## src/rtl/ddr_pkg.sv

```systemverilog
// Shared constants and types for the DDR step judging path.
package ddr_pkg;

    localparam int unsigned DIR_W           = 2;
    localparam int unsigned BTN_W           = 4;
    localparam int unsigned BCD_W           = 4;
    localparam int unsigned COMBO_W         = 4;
    localparam int unsigned COMBO_MAX       = 15;
    localparam int unsigned COMBO_BONUS_MIN = 4;

    localparam logic [DIR_W-1:0] DIR_UP    = 2'b00;
    localparam logic [DIR_W-1:0] DIR_RIGHT = 2'b01;
    localparam logic [DIR_W-1:0] DIR_LEFT  = 2'b10;
    localparam logic [DIR_W-1:0] DIR_DOWN  = 2'b11;

    typedef enum logic {
        ST_IDLE = 1'b0,
        ST_WAIT = 1'b1
    } judge_state_t;

    // Button vector bit that corresponds to an arrow code ({down,left,right,up}).
    function automatic logic [BTN_W-1:0] dir_onehot(input logic [DIR_W-1:0] dir);
        dir_onehot = BTN_W'(1) << dir;
    endfunction

endpackage

```

## src/rtl/ddr_bcd_counter2.sv

```systemverilog
// Two-digit BCD accumulator (00-99, wraps) with add-1 / add-2 steps and a
// synchronous active-low clear. Shared with the display path.
module ddr_bcd_counter2
    import ddr_pkg::*;
(
    input  logic             clk,
    input  logic             i_clr_n,
    input  logic             i_add1,
    input  logic             i_add2,
    output logic [BCD_W-1:0] o_ones,
    output logic [BCD_W-1:0] o_tens
);

    localparam logic [BCD_W:0]   ONES_TEN = (BCD_W+1)'(10);
    localparam logic [BCD_W-1:0] TENS_MAX = BCD_W'(9);

    logic [BCD_W-1:0] r_ones;
    logic [BCD_W-1:0] r_tens;
    logic [1:0]       w_inc;
    logic [BCD_W:0]   w_ones_sum;
    logic [BCD_W-1:0] w_ones_nxt;
    logic [BCD_W-1:0] w_tens_nxt;
    logic             w_carry;

    // Add the requested step to the ones digit and ripple a carry into tens.
    always_comb begin
        w_inc      = 2'd0;
        w_carry    = 1'b0;
        w_ones_nxt = r_ones;
        w_tens_nxt = r_tens;
        if (i_add2) begin
            w_inc = 2'd2;
        end else if (i_add1) begin
            w_inc = 2'd1;
        end
        w_ones_sum = (BCD_W+1)'(r_ones) + (BCD_W+1)'(w_inc);
        if (w_ones_sum >= ONES_TEN) begin
            w_ones_nxt = BCD_W'(w_ones_sum - ONES_TEN);
            w_carry    = 1'b1;
        end else begin
            w_ones_nxt = BCD_W'(w_ones_sum);
        end
        if (w_carry) begin
            w_tens_nxt = (r_tens == TENS_MAX) ? '0 : r_tens + BCD_W'(1);
        end
    end

    // Digit registers.
    always_ff @(posedge clk) begin
        if (!i_clr_n) begin
            r_ones <= '0;
            r_tens <= '0;
        end else begin
            r_ones <= w_ones_nxt;
            r_tens <= w_tens_nxt;
        end
    end

    assign o_ones = r_ones;
    assign o_tens = r_tens;

endmodule

```

## src/rtl/ddr_step_judge.sv

```systemverilog
// Step judge: opens a response window per arrow, judges the first button
// press edge as hit/miss, and keeps a BCD score.
// Optional combo counter and score bonus: define DDR_JUDGE_COMBO_EN.
module ddr_step_judge
    import ddr_pkg::*;
#(
    parameter int unsigned WINDOW_CYCLES = 25_000_000
) (
    input  logic       clk,
    input  logic       reset,
    input  logic       move_valid,
    input  logic [1:0] move_dir,
    input  logic       up,
    input  logic       down,
    input  logic       left,
    input  logic       right,
    output logic       judging,
    output logic       hit,
    output logic       miss,
    output logic [3:0] score_ones,
    output logic [3:0] score_tens,
    output logic [3:0] combo
);

    localparam int unsigned      CNT_W    = $clog2(WINDOW_CYCLES);
    localparam logic [CNT_W-1:0] CNT_LOAD = CNT_W'(WINDOW_CYCLES - 1);

    judge_state_t     r_state;
    judge_state_t     w_state_nxt;
    logic [BTN_W-1:0] r_prev_btn;
    logic [BTN_W-1:0] w_btn;
    logic [BTN_W-1:0] w_press;
    logic             w_press_match;
    logic [DIR_W-1:0] r_dir;
    logic [CNT_W-1:0] r_win_cnt;
    logic             w_arm;
    logic             w_hit_d;
    logic             w_miss_d;
    logic             w_add1;
    logic             w_add2;
    logic             r_hit;
    logic             r_miss;

    assign w_btn         = {down, left, right, up};
    assign w_press       = w_btn & ~r_prev_btn;
    assign w_press_match = (w_press == dir_onehot(r_dir));

    // Previous button levels; reset to all-high so held buttons are not presses.
    always_ff @(posedge clk) begin
        if (!reset) begin
            r_prev_btn <= '1;
        end else begin
            r_prev_btn <= w_btn;
        end
    end

    // FSM state register.
    always_ff @(posedge clk) begin
        if (!reset) begin
            r_state <= ST_IDLE;
        end else begin
            r_state <= w_state_nxt;
        end
    end

    // FSM next state; a new move always (re-)arms the window.
    always_comb begin
        w_state_nxt = r_state;
        w_arm       = 1'b0;
        unique case (r_state)
            ST_IDLE: begin
                if (move_valid) begin
                    w_arm       = 1'b1;
                    w_state_nxt = ST_WAIT;
                end
            end
            ST_WAIT: begin
                if (move_valid) begin
                    w_arm       = 1'b1;
                    w_state_nxt = ST_WAIT;
                end else if ((w_press != '0) || (r_win_cnt == '0)) begin
                    w_state_nxt = ST_IDLE;
                end
            end
        endcase
    end

    // FSM outputs: verdict for the open window, judged against the old arrow.
    always_comb begin
        w_hit_d  = 1'b0;
        w_miss_d = 1'b0;
        if (r_state == ST_WAIT) begin
            if (w_press != '0) begin
                w_hit_d  = w_press_match;
                w_miss_d = !w_press_match;
            end else if (move_valid || (r_win_cnt == '0)) begin
                w_miss_d = 1'b1;
            end
        end
    end

    // Latched arrow and window countdown.
    always_ff @(posedge clk) begin
        if (!reset) begin
            r_dir     <= DIR_UP;
            r_win_cnt <= '0;
        end else if (w_arm) begin
            r_dir     <= move_dir;
            r_win_cnt <= CNT_LOAD;
        end else if ((r_state == ST_WAIT) && (r_win_cnt != '0)) begin
            r_win_cnt <= r_win_cnt - CNT_W'(1);
        end
    end

    // Registered verdict pulses.
    always_ff @(posedge clk) begin
        if (!reset) begin
            r_hit  <= 1'b0;
            r_miss <= 1'b0;
        end else begin
            r_hit  <= w_hit_d;
            r_miss <= w_miss_d;
        end
    end

`ifdef DDR_JUDGE_COMBO_EN
    logic [COMBO_W-1:0] r_combo;

    // Consecutive-hit counter, saturating; any miss clears it.
    always_ff @(posedge clk) begin
        if (!reset) begin
            r_combo <= '0;
        end else if (w_hit_d) begin
            if (r_combo != COMBO_W'(COMBO_MAX)) begin
                r_combo <= r_combo + COMBO_W'(1);
            end
        end else if (w_miss_d) begin
            r_combo <= '0;
        end
    end

    assign w_add2 = w_hit_d && (r_combo >= COMBO_W'(COMBO_BONUS_MIN));
    assign combo  = r_combo;
`else
    assign w_add2 = 1'b0;
    assign combo  = '0;
`endif

    assign w_add1 = w_hit_d && !w_add2;

    ddr_bcd_counter2 u_score (
        .clk     (clk),
        .i_clr_n (reset),
        .i_add1  (w_add1),
        .i_add2  (w_add2),
        .o_ones  (score_ones),
        .o_tens  (score_tens)
    );

    assign judging = (r_state == ST_WAIT);
    assign hit     = r_hit;
    assign miss    = r_miss;

endmodule
```

## config.mk

```make
export PLATFORM = sky130hd
export DESIGN_NAME = ddr_step_judge
export DESIGN_NICKNAME = d
export VERILOG_FILES = /design/src/rtl/ddr_pkg.sv /design/src/rtl/ddr_bcd_counter2.sv /design/src/rtl/ddr_step_judge.sv
export SDC_FILE = /design/constraint.sdc
export NUM_CORES = 1
export LEC_CHECK = 0
export ABC_AREA = 1
export ABC_CLOCK_PERIOD_IN_PS = 2000
export BUFFER_PORTS_ARGS = -buffer_cell sky130_fd_sc_hd__buf_2
export CAP_MARGIN = 20
export CORE_UTILIZATION = 50
export DETAILED_ROUTE_END_ITERATION = 10
export PLACE_DENSITY_LB_ADDON = 0.3
export SLEW_MARGIN = 20
export SYNTH_ARGS = -nofsm -noshare
export SYNTH_HDL_FRONTEND = slang
export SYNTH_SLANG_ARGS = --single-unit
```

## constraint.sdc

```tcl
create_clock -name clk -period 2 [get_ports clk]
set_input_delay 0 -clock clk [delete_from_list [all_inputs] [get_ports clk]]
set_output_delay 0 -clock clk [all_outputs]
set_load 0.05 [all_outputs]
```

Word-level counts from Yosys, hierarchy flattened --
Cells that the tools add are included.
Word-level totals: flip-flop bits (word level) 42, output and inout bits 15, logic and storage cells 45, input port bits 9
Cells by class: shifts and indexed selects 1, eq/ne operators 2, reductions and logical operators 10, bitwise logic cells 4, multiplexer cells 14, $add $sub $neg 4, magnitude comparators 1
Operators with widths (count):
- 25-bit two-way mux | 2
- 25-bit logical NOT | 1
- 25-bit nonzero test | 1
- 25-bit by 1-bit subtractor with 25-bit output (second input constant) | 1
- 1-bit two-way mux | 9
- 4-bit two-way mux | 2
- 4-bit by 1-bit adder with 5-bit output | 1
- 5-bit by 4-bit greater-or-equal comparator with 1-bit output (second input constant) | 1
- 4-bit by 1-bit adder with 4-bit output (second input constant) | 1
- 4-bit AND | 1
- 4-bit equality test | 1
- 4-bit equality test (second input constant) | 1
- 4-bit NOT | 1
- 4-bit nonzero test | 1
- 1-bit by 2-bit left shift with 4-bit output (first input constant) | 1
- 4-bit subtractor (second input constant) | 1
- 1-bit logical OR | 2
- 1-bit NOT | 2
- 1-bit one-hot mux with 2 select lines | 1
- 2-bit AND reduction | 1
- 2-bit nonzero test | 1
- 2-bit OR reduction | 1
- 1-bit logical AND | 1
- 1-bit logical NOT | 1

Logic depth before layout (Yosys ltp) --
depth after elaboration 9, mapped depth 18, gate-level depth less buffers 18

Modules after synthesis --
Synthesis repeated with hierarchy kept, for this count alone.
Unflattened totals: cell total of the unflattened synthesis 416, area total of the unflattened synthesis 2608.8 um2
Modules (own cells, without submodules):
- ddr_step_judge | sequential area each 680.7 um2, area an instance 2090.8 um2, instances 1, cells an instance 340
- ddr_bcd_counter2 | sequential area each 160.2 um2, area an instance 518.0 um2, instances 1, cells an instance 76

Worst setup path after synthesis --
No wires, ideal clock.
path kind register -> register, from register r_state (netlist: judging), to register u_score.r_tens[1] (netlist: u_score.o_tens[1]), stages on the path, launching flop included 14, arrival 2257 ps, clock period less this slack 2389 ps, data required time 1868 ps, setup time 132 ps, path buffers 0, setup slack -389 ps, cells stage by stage dfxtp_1 inv_1 nor2_1 ha_1 ha_1 xor2_1 inv_1 ha_1 o21ai_0 nand2_1 nand2_1 nand2_1 nand2_1 a21oi_1
Between the ends: longest elaborated chain between the ends 5
RTL lines:
- start: declaration | line ddr_step_judge.sv:28 | judge_state_t r_state;
- start signal: assignment | line ddr_step_judge.sv:62 | r_state <= w_state_nxt;
- 1-bit two-way mux | line ddr_step_judge.sv:92 | if (r_state == ST_WAIT) begin
- via u_score.i_add1 | line ddr_bcd_counter2.sv:8 | input logic i_add1,
- 1-bit two-way mux | line ddr_bcd_counter2.sv:33 | end else if (i_add1) begin
- 4-bit by 1-bit adder with 5-bit output | line ddr_bcd_counter2.sv:36 | w_ones_sum = (BCD_W+1)'(r_ones) + (BCD_W+1)'(w_inc);
- 5-bit by 4-bit greater-or-equal comparator with 1-bit output | line ddr_bcd_counter2.sv:37 | if (w_ones_sum >= ONES_TEN) begin
- 1-bit two-way mux | line ddr_bcd_counter2.sv:37
- end signal: assignment | line ddr_bcd_counter2.sv:55 | r_tens <= w_tens_nxt;
- end: declaration | line ddr_bcd_counter2.sv:18 | logic [BCD_W-1:0] r_tens;
The timed path passes the listed nets, and every way through them passes these cells. A chain may end at the register's enable or synchronous reset.

Final worst setup path --
from register r_dir[1], to register u_score.r_ones[2] (netlist: u_score.o_ones[2])
Between the ends: longest elaborated chain between the ends 8, elaborated cells between the ends (all ways) 9, those cells by class 2 x add/sub; 1 x order compare; 1 x eq/ne; 1 x shift; 4 x mux
RTL lines:
- start: declaration | line ddr_step_judge.sv:34 | logic [DIR_W-1:0] r_dir;
- start signal: assignment | line ddr_step_judge.sv:108 | r_dir <= move_dir;
- 1-bit by 2-bit left shift with 4-bit output * | line ddr_pkg.sv:23 | dir_onehot = BTN_W'(1) << dir;
- 4-bit equality test * | line ddr_step_judge.sv:46 | assign w_press_match = (w_press == dir_onehot(r_dir));
- 1-bit two-way mux * | line ddr_step_judge.sv:93 | if (w_press != '0) begin
- 1-bit two-way mux * | line ddr_step_judge.sv:92
- via u_score.i_add1 | line ddr_bcd_counter2.sv:8
- 1-bit two-way mux * | line ddr_bcd_counter2.sv:33
- 4-bit by 1-bit adder with 5-bit output * | line ddr_bcd_counter2.sv:36
- 4-bit subtractor or 5-bit by 4-bit greater-or-equal comparator with 1-bit output (tied branches) | line ddr_bcd_counter2.sv:38, ddr_bcd_counter2.sv:37
- 4-bit two-way mux * | line ddr_bcd_counter2.sv:37
- end signal: assignment | line ddr_bcd_counter2.sv:54 | r_ones <= w_ones_nxt;
- end: declaration | line ddr_bcd_counter2.sv:17 | logic [BCD_W-1:0] r_ones;
The timed path passes the listed nets; every way through them passes the cells marked *.

==> out/qor.txt <==
initial antenna violation count: 0
grt total ovfl: 0
CP Capture Type: flop
share of cells above drive strength 1: 24.60%
clock latency on the worst-skew pair: 300 ps
TritonCTS clock tree: yes
Die Y: 73.19 µm
cell area after layout: 3088 µm²
Die W: 73.19 µm
worst setup margin: -322.3 ps
cell area after synthesis: 2534 µm²
layout net count: 447
max frequency: 0.4306 GHz
Detailed Place HPWL: 3905 µm
Synth area leader: dfxtp_1
failing checks: negative setup slack
die area: 5356 µm²
Netlist cell types: 32
mean area per synthesized cell: 6.513 µm²
vias per cell: 4.936
Slew @ Worst Pin: 541.6 ps
commonest non-fill, non-tap cell in the layout: nand2_1
CP Class: reg2reg
H-tree depth: 2
commonest non-fill, non-tap cells in the layout: nand2_1 (95), nor2_1 (50), inv_1 (48)
Clock Skew: 13.51 ps
CP Launch Type: flop
Finish-stage setup viols: 7
DRC Markers: 0
Max VDD drop: 0.3776 mV
WL final: 5999 µm
Tcrit/Tclk final: 116.1%
core area: 4786 µm²
minimum clock period: 2322 ps
FP Rows: 25
FF+latch count, synth: 42
CTS root buffer: clkbuf_8
Hold Fails Final Rpt: 0
leakage power: 1.534 nW
Placed Area: 2739 µm²
Place WS: -285.8 ps
Critical Path AT: 2550 ps
PD cells: 656.3 nW/µm²
vias in the first global route: 2,245
RSZ-0062 raised after global routing: true
synth warn: 0
relative slew slack: 63.85%
All-Layer GR Usage: 23.53%
Hold Crit Class: in2reg
Synth top area share: 33.19%
Area Overhead vs Synth: 21.88%
Initial DRC Count: 148
Slew Viols, Final: 0
Vias: 2,478
n_diodes: 0
max-cap viol count: 0
Initial Utilization: 52.94%
outcome: complete, but fails checks
WL per Instance: 11.95 µm
port buffer count: 19
Inserted Clock Buffers: 5
Clock transition at path regs: 90 ps
routability cong.: 0.8332
CTS Buffer Depth: 2
first-pass detailed-route iteration total: 4
Mapped Cells: 389
first-pass GRT wire length: 9756 µm
clk sinks: 42
post-route antenna net violation count: 0
sequential area share after synthesis: 33.19%
I/O Pins: 24
Crit path required time: 2230 ps
pin count of the biggest net entering global routing: 22
largest cells by area after synthesis: dfxtp_1 (33%), nand2_1 (16%), inv_1 (7.6%)
Crit Path Max Fanout: 8
[cell families (layout without fill, tap and decap cells)]
family | Yosys count | count (layout) | synth area share, %
xor+xnor | 13 | 13 | 4.494
compound gates | 31 | 31 | 6.519
flops | 42 | 42 | 33.19
fa+ha+maj | 4 | 4 | 1.975
simple gates | 227 | 228 | 41.38
other cells | 1 | 4 | 0.1480
buf+inv | 71 | 113 | 12.30
[synth_stat cells (all sizes together)]
cell type,number
nand3,32
conb,1
ha,4
xor2,8
xnor2,5
inv,56
buf,9
o21ai,8
clkinv,2
dfxtp,42
a31o,1
a21oi,21
or2,6
nor3b,1
nand4,11
nand2,113
clkbuf,4
nor2,59
a211oi,1
nor3,5
[sequential cells by signal, summed over array words and instances (netlist names)]
signal and cells:
u_score.o_tens 4, miss 1, r_win_cnt 25, judging 1
r_prev_btn 4, u_score.o_ones 4, r_dir 2, hit 1
[where the power goes]
group	total (mW)	internal (mW)	leakage, nW	switching, mW
Clock	0.681	0.373	0.0514	0.308
Sequential	0.915	0.877	0.346	0.0380
Combinational	0.431	0.158	1.14	0.273
[critical path: stages, from the launching register on]
cell and delay, ps:
dfxtp_2 350, inv_1 70, a21oi_1 190, nand2_1 100, nand4_1 120, nor2_1 60
ha_2 190, ha_4 260, inv_1 60, or2_0 220, o21ai_2 170, nand2_2 80
nand2_4 140, buf_6 110, nand2_2 30, o21ai_1 90
[layout make-up]
cell class / count / area [µm²]
Inverter: 58 / 225.2
Tap cell: 67 / 83.83
Sequential cell: 42 / 844.6
Fill cell: 420 / 1698
Multi-Input combinational cell: 280 / 1496
Timing Repair Buffer: 47 / 327.8
Clock inverter: 2 / 37.54
Clock buffer: 6 / 72.57
[metrics by stage]
| step | util (%) | power [mW] | std cells | hold slack (ps) | TNS, ps |
|---|---|---|---|---|---|
| detailed placement | 57.23 | 1.314 | 476 | 204.2 | -1719 |
| finish | 64.52 | 2.027 | 502 | 45.09 | -1889 |
| floorplan | - | 1.239 | 392 | 106.6 | -425.4 |
| global placement | 57.23 | 1.307 | 476 | 204.6 | -956.9 |
| global route | 64.52 | 2.133 | 502 | 76.48 | -2915 |
| CTS | 63.16 | 2.034 | 502 | 58.95 | -1636 |
[per-layer routing]
metal  track usage [%]  vias up  part of all wire [%]
met5                 0        -                     0
met4             8.497        0                   1.8
met3             3.729       11                   3.7
met2             40.84       45                    49
met1             29.28     1131                    46
li1                  -     1291                     -
[repair_timing]
action | in CTS | in global routing
gates resized for setup | 9 | 23
setup endpoints to repair | 7 | 19
hold endpoints to repair | 6 | 0
pin swaps | 8 | 12
setup buffers | 12 | 3
hold buffers | 6 | 0
gates cloned | 0 | 1
[worst paths after layout]
kind,cells past startpoint,slack [ps],startpoint,to
hold reg to reg,2,490,r_win_cnt[15]$_SDFFE_PP0P_,r_win_cnt[15]$_SDFFE_PP0P_
setup reg to reg,15,-320,r_dir[1]$_SDFFE_PN0P_,u_score.o_ones[2]$_SDFF_PN0_
setup / recovery,15,-320,r_dir[1]$_SDFFE_PN0P_,u_score.o_ones[2]$_SDFF_PN0_
hold / removal,3,50,reset,r_win_cnt[24]$_SDFFE_PN0P_
Note: power is estimated with default switching activity, not from simulation.
